**src/rtl/uart_pkg.sv**
```systemverilog
// Shared UART definitions: TX state encoding, data width and parity-type constants.
package uart_pkg;

  localparam int UART_DATA_W = 8;

  // Parity sense; resolved by the parity generator, carried here for reuse.
  localparam logic PARITY_EVEN = 1'b0;
  localparam logic PARITY_ODD  = 1'b1;

  typedef enum logic [2:0] {
    ST_IDLE   = 3'd0,
    ST_START  = 3'd1,
    ST_DATA   = 3'd2,
    ST_PARITY = 3'd3,
    ST_STOP   = 3'd4
  } tx_state_t;

endpackage

```
**src/rtl/uart_baud_tick.sv**
```systemverilog
// Bit-period counter: counts 0..CLKS_PER_BIT-1 and flags the terminal count.
// While clear is high the counter sits at 0 and no tick is produced.
module uart_baud_tick #(
  parameter int CLKS_PER_BIT = 16
) (
  input  logic clk,
  input  logic rst,
  input  logic clear,
  output logic bit_tick
);

  localparam int CNT_W = $clog2(CLKS_PER_BIT);
  localparam logic [CNT_W-1:0] TERM = CNT_W'(CLKS_PER_BIT - 1);

  logic [CNT_W-1:0] count;

  // Free-running bit counter, wraps to 0 at terminal count.
  always_ff @(posedge clk or posedge rst) begin
    if (rst) begin
      count <= '0;
    end else if (clear || (count == TERM)) begin
      count <= '0;
    end else begin
      count <= count + CNT_W'(1);
    end
  end

  assign bit_tick = !clear && (count == TERM);

endmodule

```
**src/rtl/uart_tx_serializer.sv**
```systemverilog
// UART transmitter: start bit, 8 data bits LSB first, optional parity bit,
// STOP_BITS stop bits. Frame inputs are captured when the frame is accepted.
// Handshake: tx_start is a request sampled only in IDLE; tx_busy is high from
// the accepting edge until the frame ends, and tx_done pulses for one cycle as
// tx_busy falls. A request seen in the tx_done cycle is accepted immediately.
module uart_tx_serializer
  import uart_pkg::*;
#(
  parameter int CLKS_PER_BIT = 16,
  parameter int STOP_BITS    = 1
) (
  input  logic                   clk,
  input  logic                   rst,
  input  logic                   tx_start,
  input  logic [UART_DATA_W-1:0] data_in,
  input  logic                   parity_in,
  input  logic                   parity_en,
  output logic                   tx,
  output logic                   tx_busy,
  output logic                   tx_done,
  output tx_state_t              fsm_state
);

  tx_state_t              state;
  logic [UART_DATA_W-1:0] shadow_data;
  logic                   shadow_par;
  logic                   shadow_par_en;
  logic [2:0]             bit_idx;
  logic                   stop_idx;
  logic                   stop_last;
  logic                   bit_tick;

  // The bit counter only runs while a frame is in flight.
  uart_baud_tick #(
    .CLKS_PER_BIT(CLKS_PER_BIT)
  ) u_baud_tick (
    .clk      (clk),
    .rst      (rst),
    .clear    (state == ST_IDLE),
    .bit_tick (bit_tick)
  );

  assign stop_last = (STOP_BITS == 1) || stop_idx;
  assign fsm_state = state;

  // Frame sequencer; tx is registered and updated at each bit boundary.
  always_ff @(posedge clk or posedge rst) begin
    if (rst) begin
      state         <= ST_IDLE;
      tx            <= 1'b1;
      tx_busy       <= 1'b0;
      tx_done       <= 1'b0;
      shadow_data   <= '0;
      shadow_par    <= 1'b0;
      shadow_par_en <= 1'b0;
      bit_idx       <= '0;
      stop_idx      <= 1'b0;
    end else begin
      tx_done <= 1'b0;
      case (state)
        ST_IDLE: begin
          tx <= 1'b1;
          if (tx_start) begin
            shadow_data   <= data_in;
            shadow_par    <= parity_in;
            shadow_par_en <= parity_en;
            state         <= ST_START;
            tx            <= 1'b0;
            tx_busy       <= 1'b1;
          end
        end
        ST_START: begin
          if (bit_tick) begin
            state   <= ST_DATA;
            bit_idx <= '0;
            tx      <= shadow_data[0];
          end
        end
        ST_DATA: begin
          if (bit_tick) begin
            if (bit_idx == 3'd7) begin
              if (shadow_par_en) begin
                state <= ST_PARITY;
                tx    <= shadow_par;
              end else begin
                state    <= ST_STOP;
                tx       <= 1'b1;
                stop_idx <= 1'b0;
              end
            end else begin
              bit_idx <= bit_idx + 3'd1;
              tx      <= shadow_data[bit_idx + 3'd1];
            end
          end
        end
        ST_PARITY: begin
          if (bit_tick) begin
            state    <= ST_STOP;
            tx       <= 1'b1;
            stop_idx <= 1'b0;
          end
        end
        ST_STOP: begin
          if (bit_tick) begin
            if (stop_last) begin
              state   <= ST_IDLE;
              tx_busy <= 1'b0;
              tx_done <= 1'b1;
            end else begin
              stop_idx <= 1'b1;
            end
          end
        end
        default: begin
          state   <= ST_IDLE;
          tx      <= 1'b1;
          tx_busy <= 1'b0;
        end
      endcase
    end
  end

endmodule

```
**config.mk**
```make
export PLATFORM = sky130hd
export DESIGN_NAME = uart_tx_serializer
export DESIGN_NICKNAME = d
export VERILOG_FILES = /design/src/rtl/uart_pkg.sv /design/src/rtl/uart_baud_tick.sv /design/src/rtl/uart_tx_serializer.sv
export SDC_FILE = /design/constraint.sdc
export NUM_CORES = 1
export LEC_CHECK = 0
export CAP_MARGIN = 5
export CELL_PAD_IN_SITES_DETAIL_PLACEMENT = 1
export CELL_PAD_IN_SITES_GLOBAL_PLACEMENT = 2
export CORE_MARGIN = 5
export CORE_UTILIZATION = 30
export CTS_CLUSTER_DIAMETER = 200
export DETAILED_ROUTE_END_ITERATION = 16
export PLACE_DENSITY_LB_ADDON = 0.1
export SYNTH_ARGS = -nofsm -noshare
export SYNTH_HDL_FRONTEND = slang
export SYNTH_SLANG_ARGS = --single-unit
```
**constraint.sdc**
```tcl
create_clock -name clk -period 1.9 [get_ports clk]
set_input_delay 0.19 -clock clk [delete_from_list [all_inputs] [get_ports clk]]
set_output_delay 0.19 -clock clk [all_outputs]
set_load 0.1 [all_outputs]
```
==> results of run 1 <==
## metrics by stage
step / setup slack, ps / hold WS [ps] / util (%)
after global placement: 63.9 / 460 / 38.3
after CTS: 7.37 / 284 / 39.6
after floorplan: 35.5 / 191 / -
after global routing: 3.19 / 298 / 39.9
after detailed placement: 16.2 / 475 / 38.3
final: 69.3 / 264 / 39.9
## cell families (layout without fill, tap and decap cells)
family / Yosys count / in the layout / share of synthesized area, %
XOR/XNOR: 2 / 2 / 1.58
adder cells (fa/ha/maj): 3 / 3 / 3.39
flip-flops: 23 / 23 / 52.1
multiplexers: 12 / 12 / 14.8
AND/OR/NAND/NOR: 29 / 29 / 13.0
buffers and inverters: 9 / 34 / 3.62
AO/OA/AOI/OAI: 18 / 18 / 11.5
## state kept, by name, indices dropped and copies added (netlist names)
signal and cells:
shadow_par_en 1, fsm_state 3, bit_idx 3, tx_done 1
tx 1, shadow_data 8, shadow_par 1, tx_busy 1
u_baud_tick.count 4
## layout by cell type, fill, tap and decap left out, types with 2 or more instances in the layout
master                            netlist  routed
sky130_fd_sc_hd__dfrtp_1               22      19
sky130_fd_sc_hd__buf_4                  1      14
sky130_fd_sc_hd__clkdlybuf4s50_1        0      12
sky130_fd_sc_hd__mux2_2                 9       9
sky130_fd_sc_hd__nor2_1                 7       7
sky130_fd_sc_hd__nand2_1                7       7
sky130_fd_sc_hd__nor3_1                 5       5
sky130_fd_sc_hd__inv_1                  4       4
sky130_fd_sc_hd__o21ai_0                4       4
sky130_fd_sc_hd__nand3_1                3       3
sky130_fd_sc_hd__a21oi_1                3       3
sky130_fd_sc_hd__a22o_1                 3       3
sky130_fd_sc_hd__clkbuf_8               0       3
sky130_fd_sc_hd__and3_1                 2       2
sky130_fd_sc_hd__mux4_1                 2       2
sky130_fd_sc_hd__a31oi_1                2       2
sky130_fd_sc_hd__ha_1                   3       2
sky130_fd_sc_hd__dfrtp_2                0       2
## repair_timing
| item | CTS | global route |
|---|---|---|
| setup endpoints to repair | 0 | 2 |
| resized for setup | 0 | 1 |
| hold endpoints to repair | 0 | 0 |
## worst min-delay path: stages
cell	delay, ps
sky130_fd_sc_hd__clkdlybuf4s50_1	400
sky130_fd_sc_hd__inv_1	50
sky130_fd_sc_hd__buf_4	300
## area by class of cell
type,count,area (µm²)
Fill cell,409,2170
Sequential cell,23,583
Multi-Input combinational cell,64,509
Timing Repair Buffer,26,225
Tap cell,48,60.1
Clock buffer,3,41.3
Inverter,4,15.0
Clock inverter,1,5.00
## layer usage
layer / global-route usage, % / routed length, µm
met1: 15.6 / 1320
met2: 16.3 / 1020
met3: 2.70 / 101
met4: 3.13 / 16
met5: 0 / 0
## power by group through the flow
stage	registers, mW	clock network, mW	logic [mW]
floorplan	0.499	0	0.00749
global route	0.489	0.354	0.0407
global placement	0.499	0	0.0372
CTS	0.489	0.328	0.0380
finish	0.489	0.318	0.0366
detailed placement	0.499	0	0.0380
## path summary, 6_finish.rpt
check	start	endpoint	slack, ps
max	bit_idx[0]	tx	70
min	rst	u_baud_tick.count[0]	260
max reg2reg	bit_idx[0]	tx	70
min reg2reg	u_baud_tick.count[0]	u_baud_tick.count[0]	490
max in group asynchronous	rst	tx	1340
min in group clk	parity_en	shadow_par_en	470
==> results_dict.tcl, run 1 <==
set metrics [dict create \
    total_clock_buffers_created_by_cts 3 \
    ys_top_cells_by_count "22 x sky130_fd_sc_hd__dfrtp_1, 9 x sky130_fd_sc_hd__mux2_2, 7 x sky130_fd_sc_hd__nand2_1, 7 x sky130_fd_sc_hd__nor2_1, 5 x sky130_fd_sc_hd__nor3_1" \
    status "complete, no violations" \
    synth.lib_cells_used.distinct 32 \
    p_leak_nw 0.670 \
    mappedNetlistArea_um2 1110 \
    yosysTopAreaCellShare_pct 49.7 \
    tritoncts "yes" \
    crit_path_start_kind "flip-flop" \
    yosys-top-cells-area "sky130_fd_sc_hd__dfrtp_1 50%, sky130_fd_sc_hd__mux2_2 9.2%, sky130_fd_sc_hd__mux4_1 4.7%" \
    instances_no_fill 169 \
    globalplace.congestion 0.683 \
    wirelength_mm 2.46 \
    synth-edff-count 0 \
    async_flop_share_pct 100 \
    die_height_um 70.8 \
    gr-usage-all-layers_pct 10.9 \
    yosysTopAreaCell "sky130_fd_sc_hd__dfrtp_1" \
    max-vdd-ir-drop_mv 0.294 \
    highest_clock_frequency_the_design_can_meet_mhz 546 \
    critical-path-top-delay-family "multiplexers" \
    effective_utilization_at_floorplan_pct 30.7 \
    floorplan.rows 22 \
    post-place-cells 165 \
    critPathArrivalTime_ps 2030 \
    worstSetupEndpointType "flip-flop" \
    post_synth_inst_count 96 \
    hold_path_class "primary input to asynchronous set/reset pin" \
    placedInstanceArea_um2 1380 \
    grt_setup_unrepaired "no" \
    p_switching_mw 0.185 \
    internal_power_mw 0.659 \
    sequential_share_of_the_synthesized_area_pct 52.1 \
    synthFlopType "sky130_fd_sc_hd__dfrtp_1" \
    max-clock-path-buffers 2 \
    diodes 0 \
    cap_violations 0 \
    finalSetupViolCount 0 \
    antenna_found_initial 0 \
    routed_via_density 4.91 \
    buffer_ports.inserted 18 \
    post-route-min-period_ps 1830 \
    cts-root-buf "sky130_fd_sc_hd__clkbuf_8" \
    routedWlPerCell_um 14.5 \
    first_iter_violations 17 \
    cts_max_level 1 \
    post_route_cells_drive_above_1_share_pct 28.9 \
    drt_drc_violations_left 0 \
    cell_by_cell_listing_of_the_critical_path "ha_4, mux4_1, mux2i_1, nor2_1, o32a_1" \
    grt_pass1_wl_mm 4.41 \
    required_time_of_the_critical_path_ps 2100 \
    ctsHoldBuffers 0 \
    path_clk_slew_ps 90 \
    critical_path.max_stage_delay_ps 540 \
    hpwl_mm 1.85 \
    fin_skew_ps 6.01 \
    core-area_um2 3610 \
    post-cts-setup-buffer-count 0 \
    class_of_the_most_critical_setup_path "flip-flop to flip-flop" \
    cp_max_fo 3 \
    cp_num_buf_inv 0 \
    area_growth_from_synthesis_to_layout_pct 29.9 \
    comb_power_share_pct 4.3 \
    switching_share_pct 22.0 \
    syn_area_per_cell_um2 11.5 \
    max_slew.worst_pin.slew_ps 352 \
    dieArea_um2 5010 \
    layout_worst_path_cycle_share_pct 96.4 \
    hold_viol_final 0 \
    fin_tns_setup_ps 0 \
    grt_pass1_vias 911 \
    drv_slew 0 \
    timing.critical_path.slowest_stage_cell "sky130_fd_sc_hd__mux4_1" \
    ys_ff_latch 23 \
    rr_worst_depth 5 \
    power_density_nw_per_um2 586 \
    worst_skew_pair.late_latency_ps 270 \
    cts_sinks 23 \
    detail_route.first_pass.iterations 3 \
    worstSetupPathDepth 5 \
    post-layout-total-power_mw 0.844 \
    fin_area_um2 1440 \
    die_width_um 70.8 \
    share_seq_of_total_power_pct 58.0 \
    timing.max_slew.rel_slack_pct 76.6 \
    top_level_ports 19 \
    mapped_nets 112 \
    drtAntennaViolNets 0 \
    fin_nets 138 \
    grt_remaining_overflow 0 \
    post-synth-top-count-cell "sky130_fd_sc_hd__dfrtp_1" \
    via_count_of_the_routed_design 830 \
    ys_warn_count 0 \
    power_share_of_the_clock_group_pct 37.7 \
    grt_max_degree 24 \
]
Power figures use the tool's default switching activity.
==> inputs of run 2 (changes only) <==
Settings changed: CAP_MARGIN 5 to 20.
==> results of run 2 <==
Final layout, timing and power as in run 1 (identical DEF).
